--- src/rtl/minisrc_pkg.sv ---
// MiniSRC shared definitions: opcodes, ALU control codes,
// issue FSM state encoding and the decoder output bundle.
package minisrc_pkg;

    localparam logic [4:0] OP_ADD  = 5'b00011;
    localparam logic [4:0] OP_SUB  = 5'b00100;
    localparam logic [4:0] OP_AND  = 5'b00101;
    localparam logic [4:0] OP_OR   = 5'b00110;
    localparam logic [4:0] OP_ROR  = 5'b00111;
    localparam logic [4:0] OP_ROL  = 5'b01000;
    localparam logic [4:0] OP_SHR  = 5'b01001;
    localparam logic [4:0] OP_SHRA = 5'b01010;
    localparam logic [4:0] OP_SHL  = 5'b01011;
    localparam logic [4:0] OP_ADDI = 5'b01100;
    localparam logic [4:0] OP_ANDI = 5'b01101;
    localparam logic [4:0] OP_ORI  = 5'b01110;
    localparam logic [4:0] OP_MUL  = 5'b01111;
    localparam logic [4:0] OP_DIV  = 5'b10000;
    localparam logic [4:0] OP_NEG  = 5'b10001;
    localparam logic [4:0] OP_NOT  = 5'b10010;

    localparam logic [3:0] ALU_ADD  = 4'd0;
    localparam logic [3:0] ALU_SUB  = 4'd1;
    localparam logic [3:0] ALU_AND  = 4'd2;
    localparam logic [3:0] ALU_OR   = 4'd3;
    localparam logic [3:0] ALU_ROR  = 4'd4;
    localparam logic [3:0] ALU_ROL  = 4'd5;
    localparam logic [3:0] ALU_SHR  = 4'd6;
    localparam logic [3:0] ALU_SHRA = 4'd7;
    localparam logic [3:0] ALU_SHL  = 4'd8;
    localparam logic [3:0] ALU_MUL  = 4'd9;
    localparam logic [3:0] ALU_DIV  = 4'd10;
    localparam logic [3:0] ALU_NEG  = 4'd11;
    localparam logic [3:0] ALU_NOT  = 4'd12;

    typedef enum logic [1:0] {
        S_IDLE,
        S_READ,
        S_EXEC,
        S_WB
    } state_t;

    typedef struct packed {
        logic [3:0] ctrl;
        logic       is_imm;
        logic       is_muldiv;
        logic       is_unary;
        logic       legal;
    } dec_t;

    function automatic logic [31:0] sext19(input logic [18:0] imm);
        return {{13{imm[18]}}, imm};
    endfunction

endpackage

--- src/rtl/alu_op_decode.sv ---
// Combinational opcode decoder: maps a MiniSRC opcode to the
// ALU control code and operand-selection attributes.
module alu_op_decode
    import minisrc_pkg::*;
(
    input  logic [4:0] opcode,
    output dec_t       dec
);

    always_comb begin
        dec       = '0;
        dec.legal = 1'b1;
        unique case (1'b1)
            (opcode == OP_ADD):  dec.ctrl = ALU_ADD;
            (opcode == OP_SUB):  dec.ctrl = ALU_SUB;
            (opcode == OP_AND):  dec.ctrl = ALU_AND;
            (opcode == OP_OR):   dec.ctrl = ALU_OR;
            (opcode == OP_ROR):  dec.ctrl = ALU_ROR;
            (opcode == OP_ROL):  dec.ctrl = ALU_ROL;
            (opcode == OP_SHR):  dec.ctrl = ALU_SHR;
            (opcode == OP_SHRA): dec.ctrl = ALU_SHRA;
            (opcode == OP_SHL):  dec.ctrl = ALU_SHL;
            (opcode == OP_ADDI): begin
                dec.ctrl   = ALU_ADD;
                dec.is_imm = 1'b1;
            end
            (opcode == OP_ANDI): begin
                dec.ctrl   = ALU_AND;
                dec.is_imm = 1'b1;
            end
            (opcode == OP_ORI): begin
                dec.ctrl   = ALU_OR;
                dec.is_imm = 1'b1;
            end
            (opcode == OP_MUL): begin
                dec.ctrl      = ALU_MUL;
                dec.is_muldiv = 1'b1;
            end
            (opcode == OP_DIV): begin
                dec.ctrl      = ALU_DIV;
                dec.is_muldiv = 1'b1;
            end
            (opcode == OP_NEG): begin
                dec.ctrl     = ALU_NEG;
                dec.is_unary = 1'b1;
            end
            (opcode == OP_NOT): begin
                dec.ctrl     = ALU_NOT;
                dec.is_unary = 1'b1;
            end
            default: dec.legal = 1'b0;
        endcase
    end

endmodule

--- src/rtl/alu_issue_ctrl.sv ---
// Issue side of the ALU: reads operands, drives the ALU, waits
// its settle latency, then writes back to the regfile or HI/LO.
module alu_issue_ctrl
    import minisrc_pkg::*;
#(
    parameter int EXEC_LAT   = 1,
    parameter int MULDIV_LAT = 4
) (
    input  logic        clk,
    input  logic        nRst,
    input  logic        instr_valid,
    output logic        instr_ready,
    input  logic [31:0] instr,
    output logic [3:0]  rf_raddr_a,
    output logic [3:0]  rf_raddr_b,
    input  logic [31:0] rf_rdata_a,
    input  logic [31:0] rf_rdata_b,
    output logic [31:0] alu_a,
    output logic [31:0] alu_b,
    output logic [3:0]  alu_ctrl,
    input  logic [31:0] alu_c0,
    input  logic [31:0] alu_c1,
    input  logic        alu_zero,
    output logic        rf_we,
    output logic [3:0]  rf_waddr,
    output logic [31:0] rf_wdata,
    output logic        hilo_we,
    output logic [31:0] hi_wdata,
    output logic [31:0] lo_wdata,
    output logic        zero_flag,
    output logic        done,
    output logic        illegal,
    output logic        div0
);

    localparam int MAXL = (EXEC_LAT > MULDIV_LAT) ? EXEC_LAT : MULDIV_LAT;
    localparam int CW   = $clog2(MAXL + 1);

    state_t        state_q;
    state_t        state_d;
    logic [31:0]   instr_q;
    logic [CW-1:0] cnt_q;
    logic [31:0]   c0_q;
    logic [31:0]   c1_q;
    logic          ill_q;
    logic          div0_q;
    dec_t          dec;

    logic [3:0] ra;
    logic [3:0] rb;
    logic [3:0] rc;

    assign ra = instr_q[26:23];
    assign rb = instr_q[22:19];
    assign rc = instr_q[18:15];

    alu_op_decode u_dec (
        .opcode (instr_q[31:27]),
        .dec    (dec)
    );

    // mul/div read ra/rb; everything else reads rb/rc
    always_comb begin
        rf_raddr_a = rb;
        rf_raddr_b = rc;
        if (dec.is_muldiv) begin
            rf_raddr_a = ra;
            rf_raddr_b = rb;
        end
    end

    always_ff @(posedge clk or negedge nRst) begin
        if (!nRst) begin
            state_q <= S_IDLE;
        end else begin
            state_q <= state_d;
        end
    end

    always_comb begin
        state_d = state_q;
        unique case (state_q)
            S_IDLE: if (instr_valid) state_d = S_READ;
            S_READ: state_d = dec.legal ? S_EXEC : S_WB;
            S_EXEC: if (cnt_q == '0) state_d = S_WB;
            S_WB:   state_d = S_IDLE;
            default: state_d = S_IDLE;
        endcase
    end

    always_ff @(posedge clk or negedge nRst) begin
        if (!nRst) begin
            instr_q   <= '0;
            cnt_q     <= '0;
            alu_a     <= '0;
            alu_b     <= '0;
            alu_ctrl  <= '0;
            c0_q      <= '0;
            c1_q      <= '0;
            zero_flag <= 1'b0;
            ill_q     <= 1'b0;
            div0_q    <= 1'b0;
        end else begin
            unique case (state_q)
                S_IDLE: begin
                    if (instr_valid) instr_q <= instr;
                end
                S_READ: begin
                    ill_q  <= ~dec.legal;
                    div0_q <= dec.legal && (dec.ctrl == ALU_DIV)
                              && (rf_rdata_b == '0);
                    if (dec.legal) begin
                        alu_a    <= rf_rdata_a;
                        alu_ctrl <= dec.ctrl;
                        if (dec.is_imm) begin
                            alu_b <= sext19(instr_q[18:0]);
                        end else if (dec.is_unary) begin
                            alu_b <= '0;
                        end else begin
                            alu_b <= rf_rdata_b;
                        end
                        cnt_q <= dec.is_muldiv ? CW'(MULDIV_LAT - 1)
                                               : CW'(EXEC_LAT - 1);
                    end
                end
                S_EXEC: begin
                    if (cnt_q == '0) begin
                        c0_q <= alu_c0;
                        c1_q <= alu_c1;
                        if (!div0_q) zero_flag <= alu_zero;
                    end else begin
                        cnt_q <= cnt_q - CW'(1);
                    end
                end
                default: ;
            endcase
        end
    end

    assign instr_ready = (state_q == S_IDLE);
    assign done        = (state_q == S_WB);
    assign illegal     = done && ill_q;
    assign div0        = done && div0_q;
    assign rf_we       = done && !ill_q && !dec.is_muldiv;
    assign hilo_we     = done && !ill_q && dec.is_muldiv && !div0_q;
    assign rf_waddr    = ra;
    assign rf_wdata    = c0_q;
    assign hi_wdata    = c1_q;
    assign lo_wdata    = c0_q;

endmodule

--- config.mk ---
export PLATFORM = sky130hd
export DESIGN_NAME = alu_issue_ctrl
export DESIGN_NICKNAME = d
export VERILOG_FILES = /design/src/rtl/minisrc_pkg.sv /design/src/rtl/alu_op_decode.sv /design/src/rtl/alu_issue_ctrl.sv
export SDC_FILE = /design/constraint.sdc
export NUM_CORES = 1
export LEC_CHECK = 0
export BUFFER_PORTS_ARGS = -buffer_cell sky130_fd_sc_hd__buf_4
export CORE_AREA = 2 2 133 135
export DETAILED_ROUTE_END_ITERATION = 7
export DIE_AREA = 0 0 135 137
export PLACE_DENSITY = 0.86
export SETUP_SLACK_MARGIN = 0.2
export SYNTH_ARGS = -nofsm -noshare
export SYNTH_HDL_FRONTEND = slang
export SYNTH_SLANG_ARGS = --single-unit
export TNS_END_PERCENT = 30
--- constraint.sdc ---
create_clock -name clk -period 3.3 [get_ports clk]
set_input_delay 0.66 -clock clk [delete_from_list [all_inputs] [get_ports clk]]
set_output_delay 0.66 -clock clk [all_outputs]
set_load 0.02 [all_outputs]
# ---- After elaboration in Yosys (flattened, before gate mapping)
# Index checks and enable logic that the tools add are counted.
# W data, S select, Z words.
dict set report word_totals {
  output_inout_bits 183
  register_bits 172
  wordCells 82
  input_bits 164
}
dict set report classes {
  eq_ne 24
  addsub 1
  bitwise_logic 2
  reduce_logical 27
  mux 17
}
# operator n
set ops {}
lappend ops {{$mux W32} 2}
lappend ops {{$pmux W4 S12} 1}
lappend ops {{$eq A5 B4 Y1 const B} 8}
lappend ops {{$logic_not A32 Y1} 1}
lappend ops {{$eq A5 B3 Y1 const B} 4}
lappend ops {{$reduce_or A16 Y1} 1}
lappend ops {{$eq A5 B5 Y1 const B} 3}
lappend ops {{$logic_and A1 B1 Y1} 8}
lappend ops {{$mux W4} 2}
lappend ops {{$ne A2 B2 Y1 const B} 4}
lappend ops {{$pmux W2 S4} 1}
lappend ops {{$reduce_and A2 Y1} 4}
lappend ops {{$reduce_or A2 Y1} 4}
lappend ops {{$mux W2} 3}
lappend ops {{$mux W3} 2}
lappend ops {{$pmux W3 S2} 1}
lappend ops {{$reduce_and A3 Y1} 2}
lappend ops {{$eq A5 B2 Y1 const B} 1}
lappend ops {{$mux W1} 5}
lappend ops {{$eq A2 B2 Y1 const B} 2}
lappend ops {{$eq A4 B4 Y1 const B} 1}
lappend ops {{$logic_not A1 Y1} 3}
lappend ops {{$logic_not A3 Y1} 1}
lappend ops {{$reduce_or A3 Y1} 1}
lappend ops {{5 further kinds} 6}

# ---- Depth between registers and ports, before layout
dict set report depth {
  word_depth 6
  depth_mapped 9
}

# ---- By module
# From an unflattened synthesis, not the netlist that was laid out.
dict set report hier_totals {
  cells_unflattened 707
  area_unflattened_um2 7513.5
}
# mod area_per_inst_um2 cells_per_inst seq_area_each_um2 n_inst
set by_module_without_submodules {}
lappend by_module_without_submodules {alu_issue_ctrl 7333.3 677 4304.1 1}
lappend by_module_without_submodules {alu_op_decode 180.2 30 0.0 1}

# ---- Worst setup path after synthesis
# Ideal clock, no wire load.
dict set report synth_timing {
  path_type {reg-to-output}
  from {reg instr_q[29]}
  to {out rf_we}
  t_required_ns 2.640
  path_buffers 2
  slack_ns 0.892
  stages_incl_launch_ff 6
  arrival_time_ns 1.748
  path_cell_list {dfrtp_1 clkbuf_1 and4b_1 a22o_1 buf_4 nor3b_1}
}
dict set report synth_via {
  elab_chain_len 5
  elab_cells_between_ends 6
}
# element line
set synth_rtl {}
lappend synth_rtl {{start: declaration} alu_issue_ctrl.sv:41} ;# logic [31:0] instr_q;
lappend synth_rtl {{start signal: assignment} alu_issue_ctrl.sv:106} ;# if (instr_valid) instr_q <= instr;
lappend synth_rtl {{$eq A5 B5 Y1 or $eq A5 B4 Y1 (tied branches)} {alu_op_decode.sv:39, alu_op_decode.sv:35}}
lappend synth_rtl {{$reduce_or A2 Y1 (no line) (*)} --}
lappend synth_rtl {{$mux W1 (*)} alu_op_decode.sv:13} ;# unique case (1'b1)
lappend synth_rtl {{$logic_not A1 Y1 (*)} alu_issue_ctrl.sv:144} ;# assign rf_we = done && !ill_q && !dec.is_muldiv;
lappend synth_rtl {{$logic_and A1 B1 Y1 (*)} alu_issue_ctrl.sv:144}
lappend synth_rtl {{end: declaration} alu_issue_ctrl.sv:24} ;# output logic rf_we,
# Mark *: on every way between the ends. The rest lies on a longest branch, timed or not.

# ---- Worst setup path after layout
dict set report layout_timing {
  from {reg instr_q[29]}
  to {out rf_raddr_a[2]}
}
dict set report layout_via {
  elab_chain_len 4
  elab_cells_between_ends 5
}
# element line
set layout_rtl {}
lappend layout_rtl {{$eq A5 B5 Y1 or $eq A5 B4 Y1 (tied branches)} {alu_op_decode.sv:39, alu_op_decode.sv:35}}
lappend layout_rtl {{$reduce_or A2 Y1 (no line) (*)} --}
lappend layout_rtl {{$mux W1 (*)} alu_op_decode.sv:13}
lappend layout_rtl {{$mux W4 (*)} alu_issue_ctrl.sv:66} ;# if (dec.is_muldiv) begin
lappend layout_rtl {{end: declaration} alu_issue_ctrl.sv:14} ;# output logic [3:0] rf_raddr_a,
# Marks and branches as above.

==> results.txt <==
commonest non-fill, non-tap cell in the layout -> buf_4
Placement Cell Area -> 10090 um^2
period utilization -> 86.03%
CTS tree -> done
CTS Hold Buffers Added -> 0
yosys warns -> 0
Rows -> 48
unrepaired setup endpoints after global routing -> false
cells on worst reg2reg path -> 6
Worst-Margin Slew -> 1.126 ns
initial antenna violation count -> 0
Final nets -> 1244
WP data required -> 2.64 ns
r2r setup slk -> 0.90 ns
Fin Setup TNS -> 0 ns
Starting Density -> 44.61%
hpwl dp -> 16.05 mm
Skew-Pair Late Insertion Delay -> 0.42 ns
synthesized area per cell -> 9.730 um^2
Routed WL -> 21.89 mm
diode count -> 0
die area -> 18500 um^2
Max Fclk -> 352.3 MHz
IO buf count -> 346
drt drc -> 0
crit end category -> primary output
filler instances -> 1391
Syn Inst Count -> 782
Clock transition at path regs -> 0.07 ns
# clock sinks -> 172
Core Footprint -> 17060 um^2
status -> complete, no violations
largest net degree at the start of global routing -> 85
GP Congestion -> 0.8742
vias in the first global route -> 6367
Seq/Total Area, Yosys -> 56.57%
ys async rst share -> 100.0%
cts bufs inserted -> 17
PD cells -> 1146 nW/um^2
# resized after CTS -> 0
Max IR drop VDD -> 0.6277 mV
Layout Area Growth over Synthesis -> 40.47%
Hold WC Path Type -> input port to async pin
total track usage -> 23.01%
Mapped Area -> 7609 um^2
H-tree depth -> 4
Finished Cell Area -> 10690 um^2
MaxCap Viol Count -> 0
die height -> 137 um
post-CTS setup buffer count -> 0
reg2reg end -> cnt_q[0]$_DFFE_PN0P_
worst path arrival time -> 2.18 ns
DRT Pass-1 Iters -> 7
DRT iter0 DRCs -> 417
Via Count -> 6543
Slew headroom -> 24.91%
CTS Buffer Depth -> 2
Root Buffer -> clkbuf_16
category of the most critical setup path -> register to primary output
minimum clock period -> 2.839 ns
setup violators final -> 0
Mapped Nets -> 953
GRT overflow -> 0
Slew Limit Fails -> 0
fraction of layout cells with a size suffix above 1 -> 40.55%
DR WL/cell -> 16.71 um
Die Wd -> 135 um
critical path peak fanout -> 12
LEAKAGE -> 5.562 nW
crit path from -> instr_q[29]$_DFFE_PN0P_
Top FF cell, synth -> dfrtp_1
RR Startpoint -> state_q[1]$_DFFE_PN0P_
post-route ant nets -> 0
most frequent cells in the layout -> buf_4 (353), nand2_1 (315), dfrtp_1 (172), nor2_1 (44), mux2_2 (33)
count of different cell masters after synthesis -> 46
Finished Core Util -> 62.66%
CP Launch Type -> register
final hold violation count -> 0
I/O pins -> 347
global-route wire length before repair -> 32.91 mm
skew final -> 0.009820 ns
Seq cells post-synth -> 172
vias per cell -> 4.995
EDFF count, synth -> 0
==> through the flow <==
step	total power [mW]	cells	worst slack (ns)	hold slack [ns]
2_1_floorplan	7.884	782	0.8925	0.3644
3_3_place_gp	10.01	1279	0.8508	0.4583
3_5_place_dp	10.25	1279	0.7139	0.4632
4_1_cts	12.33	1310	0.2517	0.2051
5_1_grt	13.00	1310	0.3380	0.2236
6_report	12.25	1310	0.4612	0.1911
==> cells in the mapped netlist, drive strengths merged (2+ instances only) <==
| master | instances | area, um^2 |
|---|---|---|
| nand2 | 315 | 1182 |
| dfrtp | 172 | 4304 |
| buf | 67 | 437.9 |
| nor2 | 44 | 165.2 |
| mux2 | 42 | 473.0 |
| a21oi | 19 | 98.85 |
| a221oi | 18 | 264.0 |
| o21ai | 18 | 90.09 |
| clkbuf | 16 | 60.06 |
| inv | 9 | 33.78 |
| nor4 | 9 | 56.30 |
| ha | 7 | 87.58 |
| o211ai | 6 | 45.04 |
| mux2i | 4 | 40.04 |
| and2 | 3 | 18.77 |
| a211oi | 2 | 15.01 |
| a32o | 2 | 20.02 |
| and3 | 2 | 12.51 |
| nand2b | 2 | 12.51 |
| nand4 | 2 | 12.51 |
| nor2b | 2 | 12.51 |
| nor3 | 2 | 10.01 |
| nor3b | 2 | 15.01 |
| or3 | 2 | 12.51 |
| or4 | 2 | 15.01 |
==> per-layer routing <==
metal	up-vias	routed length [um]	track usage [%]
li1	3095	-	-
met2	296	11150	39.79
met5	-	0	0
met4	0	595	8.970
met1	3112	8295	26.51
met3	40	1854	7.630
==> kinds of logic (layout without fill, tap and decap cells) <==
kind of cell | count (synthesis) | after routing | synth area share, %
AOI/OAI and AO/OA | 71 | 71 | 7.713
xor gates and xnor gates | 1 | 1 | 0.1151
adders and majority gates | 7 | 7 | 1.151
buffers and inverters | 92 | 395 | 6.989
DFF | 172 | 172 | 56.57
muxes | 46 | 46 | 6.742
and+or+nand+nor | 393 | 393 | 20.72
==> layout make-up <==
cell class	count	area (um^2)	area share [%]
Inverter	9	33.78	0.3161
Clock buffer	19	432.9	4.051
Sequential cell	172	4304	40.27
Tap cell	225	281.5	2.634
Multi-Input combinational cell	518	2790	26.11
Timing Repair Buffer	355	2681	25.09
Clock inverter	12	163.9	1.534
==> state kept, by name (all words and copies together) (netlist names) <==
| name | cells |
|---|---|
| state_q | 2 |
| alu_a | 32 |
| alu_b | 32 |
| ill_q | 1 |
| hi_wdata | 32 |
| cnt_q | 3 |
| div0_q | 1 |
| zero_flag | 1 |
| instr_q | 32 |
| lo_wdata | 32 |
| alu_ctrl | 4 |
==> where the power goes <==
| part | internal, mW | total [mW] | switching, mW |
|---|---|---|---|
| combinational | 2.55 | 6.26 | 3.70 |
| sequential | 3.18 | 3.94 | 0.761 |
| clock | 1.20 | 2.05 | 0.854 |
| total | 6.93 | 12.2 | 5.32 |
==> worst max-delay path, cell delays in order (launching register included) <==
cell	delay [ns]
dfrtp_1	0.49
nor3_1	0.34
a22o_2	0.39
mux2_1	0.37
buf_4	0.16
==> worst max-delay path by stage <==
stage	endpoint	depth (start not counted)
global placement	rf_raddr_b[1]	4
finish	rf_raddr_a[2]	4
global route	rf_raddr_a[2]	4
floorplan	rf_we	5
CTS	rf_raddr_a[2]	4
detailed placement	rf_raddr_a[2]	4
Note: power is estimated with default switching activity, not from simulation.
